<file path="src/rtl/dice_score_multi.sv">
`default_nettype none
// ============================================================================
// Module      : dice_score_multi
// Description : N-player, R-round dice game score keeper. Collects one start
//               press per player, scores the round winner, holds the result,
//               and declares the overall winner or a draw.
// Revision    : 1.0 - initial release
// ============================================================================
module dice_score_multi #(
    parameter int N_PLAYERS   = 2,
    parameter int DICE_W      = 4,
    parameter int SCORE_W     = 4,
    parameter int ROUNDS      = 5,
    parameter int SHOW_CYCLES = 30000000,
    parameter int SCORE_MODE  = 0
) (
    input  logic                             clk,
    input  logic                             rst,
    input  logic [N_PLAYERS-1:0]             start,
    input  logic [N_PLAYERS*DICE_W-1:0]      dice,
    input  logic                             restart,
    output logic [N_PLAYERS*SCORE_W-1:0]     score,
    output logic [$clog2(ROUNDS+1)-1:0]      round_cnt,
    output logic [N_PLAYERS-1:0]             pressed,
    output logic                             showing,
    output logic [$clog2(N_PLAYERS)-1:0]     last_winner,
    output logic                             last_tie,
    output logic                             is_final,
    output logic                             finish,
    output logic [$clog2(N_PLAYERS)-1:0]     winner,
    output logic                             winner_valid,
    output logic                             draw
);
    localparam int c_PI_W  = $clog2(N_PLAYERS);
    localparam int c_RC_W  = $clog2(ROUNDS + 1);
    localparam int c_TMR_W = $clog2(SHOW_CYCLES + 1);
    localparam int c_SUM_W = ((SCORE_W > DICE_W) ? SCORE_W : DICE_W) + 1;

    localparam logic [1:0] c_ARM  = 2'd0;
    localparam logic [1:0] c_EVAL = 2'd1;
    localparam logic [1:0] c_SHOW = 2'd2;
    localparam logic [1:0] c_DONE = 2'd3;

    logic [1:0]                   r_state, w_state_next;
    logic [N_PLAYERS-1:0]         r_sync1, r_sync2, r_sync3, w_rise;
    logic [N_PLAYERS-1:0]         r_pressed;
    logic [N_PLAYERS*DICE_W-1:0]  r_dice_q;
    logic [N_PLAYERS*SCORE_W-1:0] r_score, w_score_upd;
    logic [c_RC_W-1:0]            r_round_cnt;
    logic [c_TMR_W-1:0]           r_timer;
    logic [c_PI_W-1:0]            r_last_winner, r_winner;
    logic                         r_last_tie, r_winner_valid, r_draw;

    logic [DICE_W-1:0]            w_dice_max, w_dice_second, w_inc;
    logic [c_PI_W-1:0]            w_dice_idx, w_final_idx;
    logic                         w_dice_tie, w_final_tie;
    logic [c_SUM_W-1:0]           w_sum;
    logic [SCORE_W-1:0]           w_score_max;
    logic                         w_show_end, w_last_round;

    // Two-flop synchroniser plus one delay stage for edge detection
    always_ff @(posedge clk or posedge rst) begin
        if (rst) begin
            r_sync1 <= '0;
            r_sync2 <= '0;
            r_sync3 <= '0;
        end else begin
            r_sync1 <= start;
            r_sync2 <= r_sync1;
            r_sync3 <= r_sync2;
        end
    end

    assign w_rise       = r_sync2 & ~r_sync3;
    assign w_show_end   = (r_timer == '0);
    assign w_last_round = ((r_round_cnt + c_RC_W'(1)) == c_RC_W'(ROUNDS));

    // Round evaluation: lowest-index maximum, runner-up over the others, tie flag
    always_comb begin
        w_dice_max    = '0;
        w_dice_idx    = '0;
        w_dice_second = '0;
        w_dice_tie    = 1'b0;
        for (int i = 0; i < N_PLAYERS; i++) begin
            if (r_dice_q[i*DICE_W +: DICE_W] > w_dice_max) begin
                w_dice_max = r_dice_q[i*DICE_W +: DICE_W];
                w_dice_idx = c_PI_W'(i);
            end
        end
        for (int i = 0; i < N_PLAYERS; i++) begin
            if (c_PI_W'(i) != w_dice_idx) begin
                if (r_dice_q[i*DICE_W +: DICE_W] == w_dice_max) w_dice_tie = 1'b1;
                if (r_dice_q[i*DICE_W +: DICE_W] > w_dice_second)
                    w_dice_second = r_dice_q[i*DICE_W +: DICE_W];
            end
        end
        w_inc = (SCORE_MODE != 0) ? (w_dice_max - w_dice_second) : DICE_W'(1);
    end

    always_comb begin
        w_score_upd = r_score;
        w_sum       = '0;
        for (int i = 0; i < N_PLAYERS; i++) begin
            if (c_PI_W'(i) == w_dice_idx) begin
                w_sum = c_SUM_W'(r_score[i*SCORE_W +: SCORE_W]) + c_SUM_W'(w_inc);
                w_score_upd[i*SCORE_W +: SCORE_W] =
                    (|w_sum[c_SUM_W-1:SCORE_W]) ? {SCORE_W{1'b1}} : w_sum[SCORE_W-1:0];
            end
        end
    end

    always_comb begin
        w_score_max = '0;
        w_final_idx = '0;
        w_final_tie = 1'b0;
        for (int i = 0; i < N_PLAYERS; i++) begin
            if (r_score[i*SCORE_W +: SCORE_W] > w_score_max) begin
                w_score_max = r_score[i*SCORE_W +: SCORE_W];
                w_final_idx = c_PI_W'(i);
            end
        end
        for (int i = 0; i < N_PLAYERS; i++) begin
            if ((c_PI_W'(i) != w_final_idx) && (r_score[i*SCORE_W +: SCORE_W] == w_score_max))
                w_final_tie = 1'b1;
        end
    end

    always_ff @(posedge clk or posedge rst) begin
        if (rst) r_state <= c_ARM;
        else     r_state <= w_state_next;
    end

    always_comb begin
        w_state_next = r_state;
        case (r_state)
            c_ARM:  if (&r_pressed) w_state_next = c_EVAL;
            c_EVAL: w_state_next = c_SHOW;
            c_SHOW: if (w_show_end) w_state_next = w_last_round ? c_DONE : c_ARM;
            c_DONE: if (restart) w_state_next = c_ARM;
            default: w_state_next = c_ARM;
        endcase
    end

    always_comb begin
        showing  = (r_state == c_SHOW);
        finish   = (r_state == c_DONE);
        is_final = (r_state != c_DONE) && (r_round_cnt == c_RC_W'(ROUNDS - 1));
    end

    always_ff @(posedge clk or posedge rst) begin
        if (rst) begin
            r_pressed      <= '0;
            r_dice_q       <= '0;
            r_score        <= '0;
            r_round_cnt    <= '0;
            r_timer        <= '0;
            r_last_winner  <= '0;
            r_last_tie     <= 1'b0;
            r_winner       <= '0;
            r_winner_valid <= 1'b0;
            r_draw         <= 1'b0;
        end else begin
            case (r_state)
                c_ARM: begin
                    r_pressed <= r_pressed | w_rise;
                    if (&r_pressed) r_dice_q <= dice;
                end
                c_EVAL: begin
                    if (w_dice_tie) begin
                        r_last_tie <= 1'b1;
                    end else begin
                        r_score       <= w_score_upd;
                        r_last_winner <= w_dice_idx;
                        r_last_tie    <= 1'b0;
                    end
                    r_pressed <= '0;
                    r_timer   <= c_TMR_W'(SHOW_CYCLES - 1);
                end
                c_SHOW: begin
                    if (w_show_end) begin
                        r_round_cnt <= r_round_cnt + c_RC_W'(1);
                        if (w_last_round) begin
                            r_winner       <= w_final_tie ? '0 : w_final_idx;
                            r_winner_valid <= ~w_final_tie;
                            r_draw         <= w_final_tie;
                        end
                    end else begin
                        r_timer <= r_timer - c_TMR_W'(1);
                    end
                end
                c_DONE: begin
                    if (restart) begin
                        r_score        <= '0;
                        r_round_cnt    <= '0;
                        r_last_winner  <= '0;
                        r_last_tie     <= 1'b0;
                        r_winner       <= '0;
                        r_winner_valid <= 1'b0;
                        r_draw         <= 1'b0;
                    end
                end
                default: ;
            endcase
        end
    end

    assign score        = r_score;
    assign round_cnt    = r_round_cnt;
    assign pressed      = r_pressed;
    assign last_winner  = r_last_winner;
    assign last_tie     = r_last_tie;
    assign winner       = r_winner;
    assign winner_valid = r_winner_valid;
    assign draw         = r_draw;

endmodule
`default_nettype wire

</file>
<file path="config.mk">
export PLATFORM = sky130hd
export DESIGN_NAME = dice_score_multi
export DESIGN_NICKNAME = d
export VERILOG_FILES = /design/src/rtl/dice_score_multi.sv
export SDC_FILE = /design/constraint.sdc
export NUM_CORES = 1
export LEC_CHECK = 0
export ABC_AREA = 1
export BUFFER_PORTS_ARGS = -buffer_cell sky130_fd_sc_hd__buf_2
export CORE_MARGIN = 8
export CORE_UTILIZATION = 45
export CTS_BUF_LIST = sky130_fd_sc_hd__clkbuf_4 sky130_fd_sc_hd__clkbuf_8
export DETAILED_ROUTE_END_ITERATION = 16
export GPL_ROUTABILITY_DRIVEN = 0
export SYNTH_ARGS = -nofsm -noshare
export SYNTH_HDL_FRONTEND = slang
export SYNTH_SLANG_ARGS = --single-unit
</file>
<file path="constraint.sdc">
create_clock -name clk -period 2.85 [get_ports clk]
set_clock_uncertainty 0.2 [all_clocks]
set_input_delay 0.1425 -clock clk [delete_from_list [all_inputs] [get_ports clk]]
set_output_delay 0.1425 -clock clk [all_outputs]
set_load 0.02 [all_outputs]
</file>
==> key figures <==
Status
  • Status: complete, no violations

Global routing
  • Global-route wire length before repair: 13700 um
  • Vias in the first global route: 2952
  • Initial antenna violation count: 0
  • GR Overflow Total: 0
  • Gr usage total: 0.152
  • Largest net degree at the start of global routing: 29

Logic synthesis
  • Most common cell in the netlist: nand2_1
  • Synth top area share: 0.420
  • Async set-reset flop share out of synthesis: 1.00
  • Cell area after synthesis: 3510 um^2
  • Synth Area per Inst: 7.93 um^2
  • Distinct cells, synth: 36
  • Top_reg_cell synth: dfrtp_1
  • Synth top area cells: dfrtp_1, nand2_1, nor2_1, nand3_1, ha_1
  • Post-Syn Instances: 443
  • Post-Syn Nets: 471
  • FF+latch count, synth: 59
  • Number of synthesized flops with an enable pin: 0
  • Ys Warns: 0
  • Yosys top cell by area: dfrtp_1
  • Most frequent cells after synthesis: nand2_1, dfrtp_1, nor2_1
  • Sequential fraction of the synthesis area: 0.420

Setup path
  • FF-to-FF setup slack: 0.58 ns
  • R2R depth: 11
  • Startpoint types: flip-flop
  • Crit path DAT: 2.28 ns
  • Worst setup EP type: flip-flop
  • CP Launch Point: r_timer[1]
  • Critical path fanouts, max: 28
  • CP endpoint: r_timer[8]
  • Worst r2r src: r_timer[1]
  • FF-to-FF End: r_timer[8]
  • CP Class: flip-flop to flip-flop
  • Req. time, crit path: 2.86 ns

Placed design
  • Pre-CTS WS: 0.592 ns
  • Port Buffers: 33
  • HPWL after DPL: 5690 um

Detailed routing
  • Detail Route Antenna Nets: 0
  • Iter 0 DRT Violations: 105
  • 1st-pass router iterations: 6
  • Residual DRC: 0
  • Post-DR vias/cell: 4.93
  • DRT Wirelength: 7640 um
  • Avg WL per Cell: 12.8 um
  • Vias: 2947

STA
  • Slew Viols, Final: 0
  • Hold Slack: 0.156 ns
  • Final setup violation count: 0
  • Final setup TNS: 0 ns
  • Setup WS post-layout: 0.578 ns
  • Slew HR: 0.633
  • Worst Tran Pin Value: 0.549 ns
  • Fmax: 440 MHz
  • Final Hold Vio Count: 0
  • RSZ-0062 raised after global routing: no
  • Period utilization: 0.797
  • Post-layout minimum cycle time: 2.27 ns

Die
  • Initial Util: 0.460
  • Die area: 10900 um^2
  • I/O pin total: 34
  • Core area: 7650 um^2
  • Die span in y: 104 um
  • Row cnt: 32
  • Die Wd: 104 um

Cells and area
  • Layout Nets: 519
  • Antenna Cells: 0
  • Fill cells: 705
  • Layout cells sized above 1: 0.188
  • Area Growth Syn to Fin: 17.5%

Min path
  • HP Class: flip-flop to flip-flop

Clock network
  • CTS clk-pin slew, worst paths: 0.08 ns
  • H-tree depth: 3
  • Max clock buf depth: 2
  • Cts bufs inserted: 9
  • Root Buffer: clkbuf_8
  • Post-CTS setup repair buffer count: 0
  • CTS tree: built
  • Sink Count: 59
  • Later-pin clock latency in the skew report: 0.35 ns

Pwr
  • P per Cell Area: 1080 nW/um^2
  • Max VDD drop: 0.494 mV
  • Leakage power: 2.02 nW

Run
  • Max-cap violation count: 0
==> cell families (layout without fill, tap and decap cells) <==
group	count (synthesis)	after routing	synth area share
AND/OR/NAND/NOR	229	229	0.287
XOR/XNOR	27	27	0.0673
AO/OA/AOI/OAI	54	54	0.0919
flip-flops	59	59	0.420
multiplexers	4	4	0.0128
adder cells (fa/ha/maj)	15	15	0.0534
buffers and inverters	55	108	0.0676
==> routing by layer <==
layer  vias to the layer above  GRT usage  routed length (um)
li1                       1518          -                   -
met1                      1366      0.188                3610
met3                        18     0.0421                 275
met4                         0     0.0610                 143
met2                        45      0.245                3620
met5                         -          0                   0
==> stage by stage <==
step           utilization  cells  instance area, um^2  power [mW]
2_1_floorplan            -    443                 3510        3.05
3_3_place_gp         0.492    570                 3760        3.44
3_5_place_dp         0.492    570                 3760        3.50
4_1_cts              0.540    598                 4130        4.49
5_1_grt              0.540    598                 4130        4.87
6_report             0.540    598                 4130        4.45
==> flip-flops by register name, summed over array words and instances (netlist names), 2 cells and up <==
signal and cells:
r_timer 25, r_sync1 2, r_state 2, r_sync2 2
r_sync3 2, r_dice_q 8, pressed 2, round_cnt 3
score 8
==> repair_timing <==
| item | CTS | global route |
|---|---|---|
| hold endpoints to repair | 36 | 0 |
| hold buffers | 12 | 0 |
| gates resized for setup | 0 | 0 |
==> worst max-delay path, stage by stage, from the launching register on <==
cell,delay [ns]
dfrtp_1,0.36
inv_1,0.10
ha_1,0.28
inv_2,0.08
nor2_4,0.13
nand2_2,0.07
nor2_4,0.10
nand2_2,0.06
nand2_4,0.22
nand2_4,0.27
nand3b_1,0.17
nand3_1,0.09
==> placed cells by master (no fill, tap or decap), drive strengths merged <==
cell type,count
o31ai,1
clkbuf,9
xnor2,6
a31o,1
nand4,3
a21oi,9
dlygate4sd3,12
bufinv,3
o21a,1
nand3,40
xor2,21
o21ai,39
dfrtp,59
nand3b,3
nand2,115
mux2,4
nor2,66
o22ai,1
clkinv,2
inv,44
o211ai,1
buf,37
o2111ai,1
ha,15
clkinvlp,1
nor3,2
==> area by class of cell <==
type,count,area [um^2],area share
Clock inverter,7,124,0.0300
Multi-Input combinational cell,329,1800,0.436
Clock buffer,9,124,0.0300
Sequential cell,59,1480,0.358
Tap cell,102,128,0.0309
Inverter,43,161,0.0391
Timing Repair Buffer,49,315,0.0764
==> power by group <==
group | switching (mW) | internal, mW
sequential | 0.308 | 1.10
combinational | 1.32 | 0.754
clock | 0.369 | 0.588
==> how the worst min path moves through the flow <==
stage | from | to | slack [ns] | cells past startpoint
final | r_sync1[0] | r_sync2[0] | 0.16 | 0
after global routing | r_sync1[1] | r_sync2[1] | 0.17 | 0
after CTS | r_sync1[0] | r_sync2[0] | 0.16 | 0
after detailed placement | rst | r_dice_q[2] | 0.02 | 2
after global placement | rst | r_dice_q[2] | 0.03 | 2
after floorplan | start[0] | r_sync1[0] | -0.03 | 0
Note: power is estimated with default switching activity, not from simulation.
